<file path="src/rtl/dtimer16_pkg.sv">
// Shared constants and state encoding for the dtimer16 down-counting reload timer.
package dtimer16_pkg;

  localparam int              SIZE        = 16;
  localparam logic [SIZE-1:0] DEFAULT_VAL = 16'h00FC;

  typedef enum logic [1:0] {
    IDLE = 2'b00,
    RUN  = 2'b01,
    DONE = 2'b10
  } state_e;

endpackage

</file>
<file path="src/rtl/dtimer16_if.sv">
// Control/status bundle of dtimer16; the timer is the slave, its driver the master.
interface dtimer16_if #(
  parameter int SIZE = 16
) ();

  logic            _load;
  logic [SIZE-1:0] preld_val;
  logic            _start;
  logic            _stop;
  logic            _mode;
  logic            _enable;
  logic [SIZE-1:0] dcount;
  logic            tick;
  logic            busy;
  logic            done;

  modport master (
    output _load, preld_val, _start, _stop, _mode, _enable,
    input  dcount, tick, busy, done
  );

  modport slave (
    input  _load, preld_val, _start, _stop, _mode, _enable,
    output dcount, tick, busy, done
  );

endinterface

</file>
<file path="src/rtl/dtimer16_prescale.sv">
// Enabled-cycle prescaler: step pulses on every PRESCALE-th enabled cycle.
module dtimer16_prescale #(
  parameter int PRESCALE = 4
) (
  input  logic clk,
  input  logic _sreset,
  input  logic clr,
  input  logic en,
  output logic step
);

  localparam int           W    = $clog2(PRESCALE);
  localparam logic [W-1:0] LAST = W'(PRESCALE - 1);

  logic [W-1:0] cnt_q, cnt_d;

  always_comb begin
    cnt_d = cnt_q;
    if (clr)     cnt_d = '0;
    else if (en) cnt_d = (cnt_q == LAST) ? '0 : cnt_q + 1'b1;
  end

  always_ff @(posedge clk) begin
    if (_sreset) cnt_q <= '0;
    else         cnt_q <= cnt_d;
  end

  assign step = en && (cnt_q == LAST);

endmodule

</file>
<file path="src/rtl/dtimer16.sv">
// 16-bit down-counting reload timer with one-shot / periodic modes and a one-cycle tick.
// Optional prescaler enabled by defining PRESCALE_EN.
module dtimer16 #(
  parameter int                   SIZE        = dtimer16_pkg::SIZE,
  parameter logic [SIZE-1:0]      DEFAULT_VAL = dtimer16_pkg::DEFAULT_VAL
`ifdef PRESCALE_EN
  , parameter int                 PRESCALE    = 4
`endif
) (
  input  logic        clk,
  input  logic        _sreset,
  dtimer16_if.slave   bus
);

  import dtimer16_pkg::*;

  state_e          state_q, state_d;
  logic [SIZE-1:0] dcount_q, dcount_d;
  logic [SIZE-1:0] reload_q, reload_d;
  logic            tick_q, tick_d;
  logic            step;
  logic            reload_nz;

  assign reload_nz = (reload_q != '0);

`ifdef PRESCALE_EN
  logic ps_clr;

  // Prescaler phase restarts on any (re)start or stop, and sits at 0 outside RUN.
  assign ps_clr = (state_q != RUN) || bus._start || bus._stop;

  dtimer16_prescale #(
    .PRESCALE (PRESCALE)
  ) u_prescale (
    .clk     (clk),
    ._sreset (_sreset),
    .clr     (ps_clr),
    .en      (bus._enable),
    .step    (step)
  );
`else
  assign step = bus._enable;
`endif

  always_ff @(posedge clk) begin
    if (_sreset) begin
      state_q  <= IDLE;
      dcount_q <= '0;
      reload_q <= DEFAULT_VAL;
      tick_q   <= 1'b0;
    end else begin
      state_q  <= state_d;
      dcount_q <= dcount_d;
      reload_q <= reload_d;
      tick_q   <= tick_d;
    end
  end

  // Transitions read reload_q, so a same-cycle _load only affects later starts.
  always_comb begin
    state_d  = state_q;
    dcount_d = dcount_q;
    tick_d   = 1'b0;
    reload_d = bus._load ? bus.preld_val : reload_q;
    unique case (state_q)
      IDLE: begin
        if (bus._start && reload_nz) begin
          state_d  = RUN;
          dcount_d = reload_q;
        end
      end
      RUN: begin
        if (bus._stop) begin
          state_d  = IDLE;
          dcount_d = '0;
        end else if (bus._start) begin
          // A zero reload would park RUN at 0 forever; fall back to IDLE.
          if (reload_nz) begin
            dcount_d = reload_q;
          end else begin
            state_d  = IDLE;
            dcount_d = '0;
          end
        end else if (step) begin
          if (dcount_q > SIZE'(1)) begin
            dcount_d = dcount_q - 1'b1;
          end else if (dcount_q == SIZE'(1)) begin
            tick_d = 1'b1;
            if (bus._mode && reload_nz) begin
              dcount_d = reload_q;
            end else begin
              dcount_d = '0;
              state_d  = bus._mode ? IDLE : DONE;
            end
          end
        end
      end
      DONE: begin
        if (bus._stop) begin
          state_d = IDLE;
        end else if (bus._start && reload_nz) begin
          state_d  = RUN;
          dcount_d = reload_q;
        end
      end
      default: begin
        state_d  = IDLE;
        dcount_d = '0;
      end
    endcase
  end

  always_comb begin
    bus.dcount = dcount_q;
    bus.tick   = tick_q;
    bus.busy   = (state_q == RUN);
    bus.done   = (state_q == DONE);
  end

endmodule

</file>
<file path="src/flat_wrapper.sv">
// flat-port wrapper written by rule: the top's interface ports become plain ports
module dtimer16_flat import dtimer16_pkg::*;
#(
  parameter int                   SIZE        = dtimer16_pkg::SIZE,
  parameter logic [SIZE-1:0]      DEFAULT_VAL = dtimer16_pkg::DEFAULT_VAL

)
  (clk, _sreset, bus__load, bus_preld_val, bus__start, bus__stop, bus__mode, bus__enable, bus_dcount, bus_tick, bus_busy, bus_done);
  dtimer16_if #(.SIZE(SIZE)) bus_i ();
  input  logic clk;
  input  logic _sreset;
  input wire logic [$bits(bus_i._load)-1:0] bus__load;
  input wire logic [$bits(bus_i.preld_val)-1:0] bus_preld_val;
  input wire logic [$bits(bus_i._start)-1:0] bus__start;
  input wire logic [$bits(bus_i._stop)-1:0] bus__stop;
  input wire logic [$bits(bus_i._mode)-1:0] bus__mode;
  input wire logic [$bits(bus_i._enable)-1:0] bus__enable;
  output wire logic [$bits(bus_i.dcount)-1:0] bus_dcount;
  output wire logic [$bits(bus_i.tick)-1:0] bus_tick;
  output wire logic [$bits(bus_i.busy)-1:0] bus_busy;
  output wire logic [$bits(bus_i.done)-1:0] bus_done;
  assign bus_i._load = bus__load;
  assign bus_i.preld_val = bus_preld_val;
  assign bus_i._start = bus__start;
  assign bus_i._stop = bus__stop;
  assign bus_i._mode = bus__mode;
  assign bus_i._enable = bus__enable;
  assign bus_dcount = bus_i.dcount;
  assign bus_tick = bus_i.tick;
  assign bus_busy = bus_i.busy;
  assign bus_done = bus_i.done;
  dtimer16 #(.SIZE(SIZE), .DEFAULT_VAL(DEFAULT_VAL)) u_core (.clk(clk), ._sreset(_sreset), .bus(bus_i));
endmodule
</file>
<file path="config.mk">
export PLATFORM = sky130hd
export DESIGN_NAME = dtimer16_flat
export DESIGN_NICKNAME = d
export VERILOG_FILES = /design/src/rtl/dtimer16_pkg.sv /design/src/rtl/dtimer16_if.sv /design/src/rtl/dtimer16_prescale.sv /design/src/rtl/dtimer16.sv /design/src/flat_wrapper.sv
export SDC_FILE = /design/constraint.sdc
export NUM_CORES = 1
export LEC_CHECK = 0
export BUFFER_PORTS_ARGS = -buffer_cell sky130_fd_sc_hd__buf_2
export CORE_MARGIN = 8
export CORE_UTILIZATION = 40
export DETAILED_ROUTE_END_ITERATION = 8
export PLACE_DENSITY = 0.62
export SETUP_SLACK_MARGIN = 0.4
export SYNTH_ARGS = -nofsm -noshare
export SYNTH_HDL_FRONTEND = slang
export SYNTH_SLANG_ARGS = --single-unit
</file>
<file path="constraint.sdc">
create_clock -name clk -period 3 [get_ports clk]
set_input_delay 0.3 -clock clk [delete_from_list [all_inputs] [get_ports clk]]
set_output_delay 0.3 -clock clk [all_outputs]
set_load 0.02 [all_outputs]
</file>
==> results.md, run 1 <==
- Status: finished clean
- Post-route clock period utilization: 0.8043
- Initial antenna violation count: 0
- Leak: 0.0009769 uW
- Slew Limit Fails: 0
- Largest net degree at the start of global routing: 39
- FILL cells: 480
- Register bit total from synthesis: 35
- Cts bufs inserted: 5
- Hold_ws: 0.2174 ns
- Drt pass-1 iters: 4
- # Max-Cap Violations: 0
- Post-DP Area: 0.002177 mm^2
- Antenna viol nets, final: 0
- DIE WIDTH: 85.72 um
- Post-Layout Cell Count: 324
- Die Span Y: 85.72 um
- Drt first-iter violations: 168
- Mapped cell area: 0.001944 mm^2
- I/O pins: 42
- Crit end category: register
- Crit path max-delay cell type: or3b_2
- GRT Residual Overflow: 0
- WL per Instance: 16.89 um
- Global-route wire length before repair: 9.170 mm
- GRT Util Overall: 0.1549
- CTS tree: yes
- Vias: 1900
- Layout cell share with drive strength beyond 1: 0.2370
- R2r worst-path depth: 8
- Area of the multi-input gates: 0.001141 mm^2
- Clk Latency, worst-skew pair: 0.28 ns
- Ys flop type: dfxtp_1
- Least-Margin Pin Slew: 0.7163 ns
- Clk sinks: 35
- Post-Syn Area per Cell: 8.381 um^2
- Cell at the root of the clock tree: clkbuf_8
- Post-Syn Nets: 257
- Hold Path Cell Cnt: 2
- Max stage delay on crit path: 0.54 ns
- Final Cell Area: 0.002300 mm^2
- Mapped Cells: 232
- Crit Path Class: register to register
- Top-count cell post-synth: dfxtp_1
- RSZ-0062 raised after global routing: true
- Die area: 0.007348 mm^2
- Initial Utilization: 0.4144
- Slew headroom: 0.5225
- Final Setup Violations: 0
- Post-synth cell types: 48
- Cell Rows: 25
- CTS max path bufs: 2
- DP HPWL: 3.964 mm
- WP data required: 3.19 ns
- Startpoint Class: register
- Dpl cells: 316
- Maximum VDD drop: 0.2333 mV
- Synth warnings: 0
- Commonest cells post-synth: dfxtp_1 (35), nor2_1 (29), a21oi_1 (12), inv_1 (12)
- FF+latch area: 700.7 um^2
- Worst hold-check path type: input port to register
- Cell Chain, Critical Path: inv_1 > ha_1 > or3b_2 > nor3_1 > a21oi_1 > and2_1 > or3_1 > o31ai_1
- WP data arrival: 2.61 ns
- Yosys top cell area share: 0.3604
- Synth area leader: dfxtp_1
- Fin Setup TNS: 0 ns
- Worst Clk Skew: 0.006339 ns
- # H-tree levels: 2
- Fraction of registers with async set/reset: 0
- Final Power: 1277 uW
- Post-detailed-route via-to-cell ratio: 5.864
- CP Max Fanout: 11
- Final #Nets: 294
- Worst-path clk slew: 0.08 ns
- Synthesis-to-layout area growth: 18.28%
- PortBufs: 41
- Synth area leaders: dfxtp_1 (36%), mux2i_1 (5.7%), nor2_1 (5.6%)
- Vias in the first global route: 1839
- Fin. Hold Viols: 0
- Pwr dens: 555.1 mW/mm^2
- WL final: 5.471 mm
- Sequential-to-total area share from yosys stat: 0.3604
- Number of synthesized flops with an enable pin: 0
- Final Critical Period: 2.413 ns
- Max Clk Rate: 414.5 MHz
- Gpl congestion: 0.8955
- ANT cells: 0
- # DRC: 0
- Core ar.: 0.004692 mm^2
## layout make-up
type                       instances  share of cell area
multi-input combinational        171              0.4962
inverter                          12             0.01959
clock inverter                     2             0.01523
timing repair buffer              44             0.09902
clock buffer                       6             0.03591
sequential                        35              0.3047
tap                               54             0.02938
## layout by cell type (no fill, tap or decap), drive strengths merged, types with 3 or more instances in the layout
| master | Yosys | routed |
|---|---|---|
| a211o | 6 | 6 |
| a21oi | 12 | 12 |
| a221oi | 4 | 4 |
| a22oi | 8 | 8 |
| a31o | 3 | 3 |
| and3 | 5 | 5 |
| buf | 7 | 44 |
| clkbuf | 7 | 6 |
| dfxtp | 35 | 35 |
| inv | 12 | 12 |
| mux2i | 11 | 11 |
| nand2 | 6 | 6 |
| nand4 | 6 | 6 |
| nor2 | 30 | 30 |
| nor2b | 7 | 7 |
| nor3 | 7 | 7 |
| nor4 | 12 | 12 |
| o21ai | 7 | 7 |
| o31ai | 3 | 3 |
| o32ai | 6 | 6 |
| or3 | 6 | 6 |
| or4 | 3 | 3 |
| xnor2 | 6 | 6 |
## critical path: cells and delay by family, from the launching register on
family          cells  cell delay [ns]
simple gates        4             1.42
compound gates      2             0.21
fa+ha+maj           1             0.24
buf+inv             1             0.11
flops               1             0.35
## worst paths after layout
path / from / to / slack (ns)
worst max register to register: u_core.bus.dcount[0] / u_core.bus.dcount[1] / 0.59
worst min-delay path: bus_preld_val[3] / u_core.reload_q[3] / 0.22
worst max-delay path: u_core.bus.dcount[0] / u_core.bus.dcount[1] / 0.59
worst min register to register: u_core.bus.dcount[12] / u_core.bus.dcount[12] / 0.54
## cells by family after synthesis
group,synth area share
fa+ha+maj,0.01287
mux,0.05663
flops,0.3604
xor+xnor,0.03153
buf+inv,0.05534
compound gates,0.2265
simple gates,0.2568
## timing repair
action,in CTS,in global routing
endpoints found under the setup margin,0,8
buffers inserted,0,0
gates resized for setup,0,2
hold buffers,0,0
## layer usage
layer / share of wire / GRT usage
met5: 0 / 0
met4: 0.0057 / 0.03344
met3: 0.068 / 0.05062
met2: 0.43 / 0.2355
met1: 0.50 / 0.2064
## through the flow
step	setup slack [ns]	util
floorplan	0.7218	-
detailed placement	0.6153	0.4640
global route	0.4007	0.4901
global placement	0.7160	0.4640
CTS	0.5697	0.4891
finish	0.5872	0.4901
## sequential cells by signal, summed over array words and instances (netlist names)
name / cells
u_core.state_q: 2
u_core.bus.dcount: 16
u_core.reload_q: 16
u_core.bus.tick: 1
## power breakdown
part	switching [uW]	internal, uW
sequential	45.5	497
combinational	166	122
clock	177	269
total	389	888
Note: power is estimated with default switching activity, not from simulation.
==> run 2, diff against run 1 <==
- PLACE_DENSITY: 0.62 -> 0.64
- clock period: 3 -> 2.1 ns (I/O delays scaled with it)
==> results.md, run 2 (synthesis gave the netlist of run 1 again) <==
- Gpl congestion: 0.8939
- Vias in the first global route: 1997
- WP data required: 2.26 ns
- Worst-path clk slew: 0.09 ns
- Initial antenna violation count: 0
- Worst hold-check path type: input port to register
- Cell Chain, Critical Path: nor4_4 > nand4_1 > buf_6 > a31o_4 > a31o_4 > a221oi_2 > nor3_2
- Final design utilization: 0.6104
- Drt pass-1 iters: 7
- Core ar.: 0.004692 mm^2
- Most common cell after layout, fill and taps aside: buf_2
- Max Clk Rate: 515.1 MHz
- Die area: 0.007348 mm^2
- Startpoint Class: register
- Largest net degree at the start of global routing: 39
- WL per Instance: 17.90 um
- Crit path max-delay cell type: dfxtp_4
- I/O pins: 42
- GRT Util Overall: 0.1714
- Drt first-iter violations: 161
- CP Max Fanout: 5
- Cell at the root of the clock tree: clkbuf_8
- Crit Path Class: register to register
- Final Cell Area: 0.002864 mm^2
- Post-DP Area: 0.002387 mm^2
- Cell Rows: 25
- R2R Setup Slk: 0.16 ns
- FILL cells: 410
- Die Span Y: 85.72 um
- # Max-Cap Violations: 0
- Cts bufs inserted: 5
- Final Critical Period: 1.942 ns
- Vias: 2116
- DIE WIDTH: 85.72 um
- RSZ-0062 raised after global routing: true
- Clk sinks: 35
- Post-route clock period utilization: 0.9246
- Post-detailed-route via-to-cell ratio: 5.944
- R2r worst-path depth: 7
- # H-tree levels: 2
- CP dominant cell by count: a31o_4
- R2R Path End: u_core.bus.dcount[13]
- Initial Utilization: 0.4144
- Least-Margin Pin Slew: 0.7252 ns
- Layout cell share with drive strength beyond 1: 0.4702
- WP data arrival: 2.11 ns
- Fin. Hold Viols: 0
- Crit path capture: u_core.bus.dcount[13]
- Status: finished clean
- WL final: 6.372 mm
- DP HPWL: 4.363 mm
- CTS max path bufs: 2
- Pwr dens: 665.3 mW/mm^2
- Slew Limit Fails: 0
- Final #Nets: 326
- GRT Residual Overflow: 0
- # DRC: 0
- Synthesis-to-layout area growth: 47.30%
- Antenna viol nets, final: 0
- Global-route wire length before repair: 10.05 mm
- Slew headroom: 0.5166
- Clk Latency, worst-skew pair: 0.30 ns
- Leak: 0.001194 uW
- Worst Clk Skew: 0.01110 ns
- ANT cells: 0
- Final Setup Violations: 0
- Hold buffers post-CTS: 0
- CTS tree: yes
- Crit path from: u_core.reload_q[11]
- Maximum VDD drop: 0.3891 mV
- RR Startpoint: u_core.reload_q[11]
- Hold_ws: 0.1183 ns
- PortBufs: 41
- Max stage delay on crit path: 0.36 ns
- Most frequent cells in the layout: buf_2 (41), buf_4 (28), nor2_1 (26)
- Crit end category: register
==> run 2: cell types whose count changed in the layout (fill, tap and decap cells not counted), sizes merged <==
cell | before | now
clkinvlp | 0 | 1
inv | 12 | 14
bufinv | 1 | 0
buf | 44 | 75
clkinv | 1 | 0
clkbuf | 6 | 5
a31o | 3 | 4
==> run 2: worst max-delay path, delay by kind of cell (launching register included) <==
kind | cells | cell delay, ns
AO/OA/AOI/OAI | 3 | 0.78
AND/OR/NAND/NOR | 3 | 0.50
flip-flops | 1 | 0.36
buffers and inverters | 1 | 0.16
==> run 2: per-stage QoR <==
stage                     TNS, ns  setup slack, ns  power, uW  instances
final                           0           0.1584       1906        356
after global routing            0          0.07618       1991        356
after CTS                       0           0.1679       1824        353
after detailed placement   -1.114          -0.1972       1265        335
after global placement    -0.8143          -0.1657       1264        335
after floorplan                 0           0.1110       1094        232
==> run 2: worst min path at each step <==
| stage | startpoint | to | slack [ns] | cells past startpoint |
|---|---|---|---|---|
| finish | bus_preld_val[4] | u_core.reload_q[4] | 0.12 | 2 |
| global route | bus_preld_val[4] | u_core.reload_q[4] | 0.11 | 2 |
| CTS | bus_preld_val[4] | u_core.reload_q[4] | 0.11 | 2 |
| detailed placement | bus_preld_val[2] | u_core.reload_q[2] | 0.42 | 2 |
| global placement | bus_preld_val[4] | u_core.reload_q[4] | 0.42 | 2 |
| floorplan | bus_preld_val[5] | u_core.reload_q[5] | 0.33 | 1 |
==> run 2: layout make-up <==
| type | count | area (um^2) | share of cell area |
|---|---|---|---|
| Timing Repair Buffer | 75 | 504.2 | 0.1761 |
| Multi-Input combinational cell | 172 | 1423 | 0.4967 |
| Clock buffer | 5 | 68.82 | 0.02403 |
| Sequential cell | 35 | 728.2 | 0.2543 |
| Inverter | 12 | 50.05 | 0.01747 |
| Clock inverter | 3 | 22.52 | 0.007864 |
| Tap cell | 54 | 67.56 | 0.02359 |
==> run 2: routing by layer <==
metal	wire length, um	global-route usage	up-vias
met1	2766	0.2213	994
met5	0	0	-
met2	2901	0.2616	91
met4	155	0.07484	0
met3	549	0.04394	19
li1	-	-	1012
==> run 2: power breakdown <==
group / switching (uW) / internal [uW]
Sequential: 64.6 / 711
Combinational: 327 / 287
Clock: 278 / 238
==> run 2: timing repair <==
| action | in CTS | in global routing |
|---|---|---|
| endpoints found under the setup margin | 18 | 18 |
| gates cloned | 1 | 0 |
| endpoints found under the hold margin | 0 | 0 |
| gates resized for setup | 25 | 35 |
| buffers inserted | 9 | 3 |
| pin swaps | 9 | 10 |
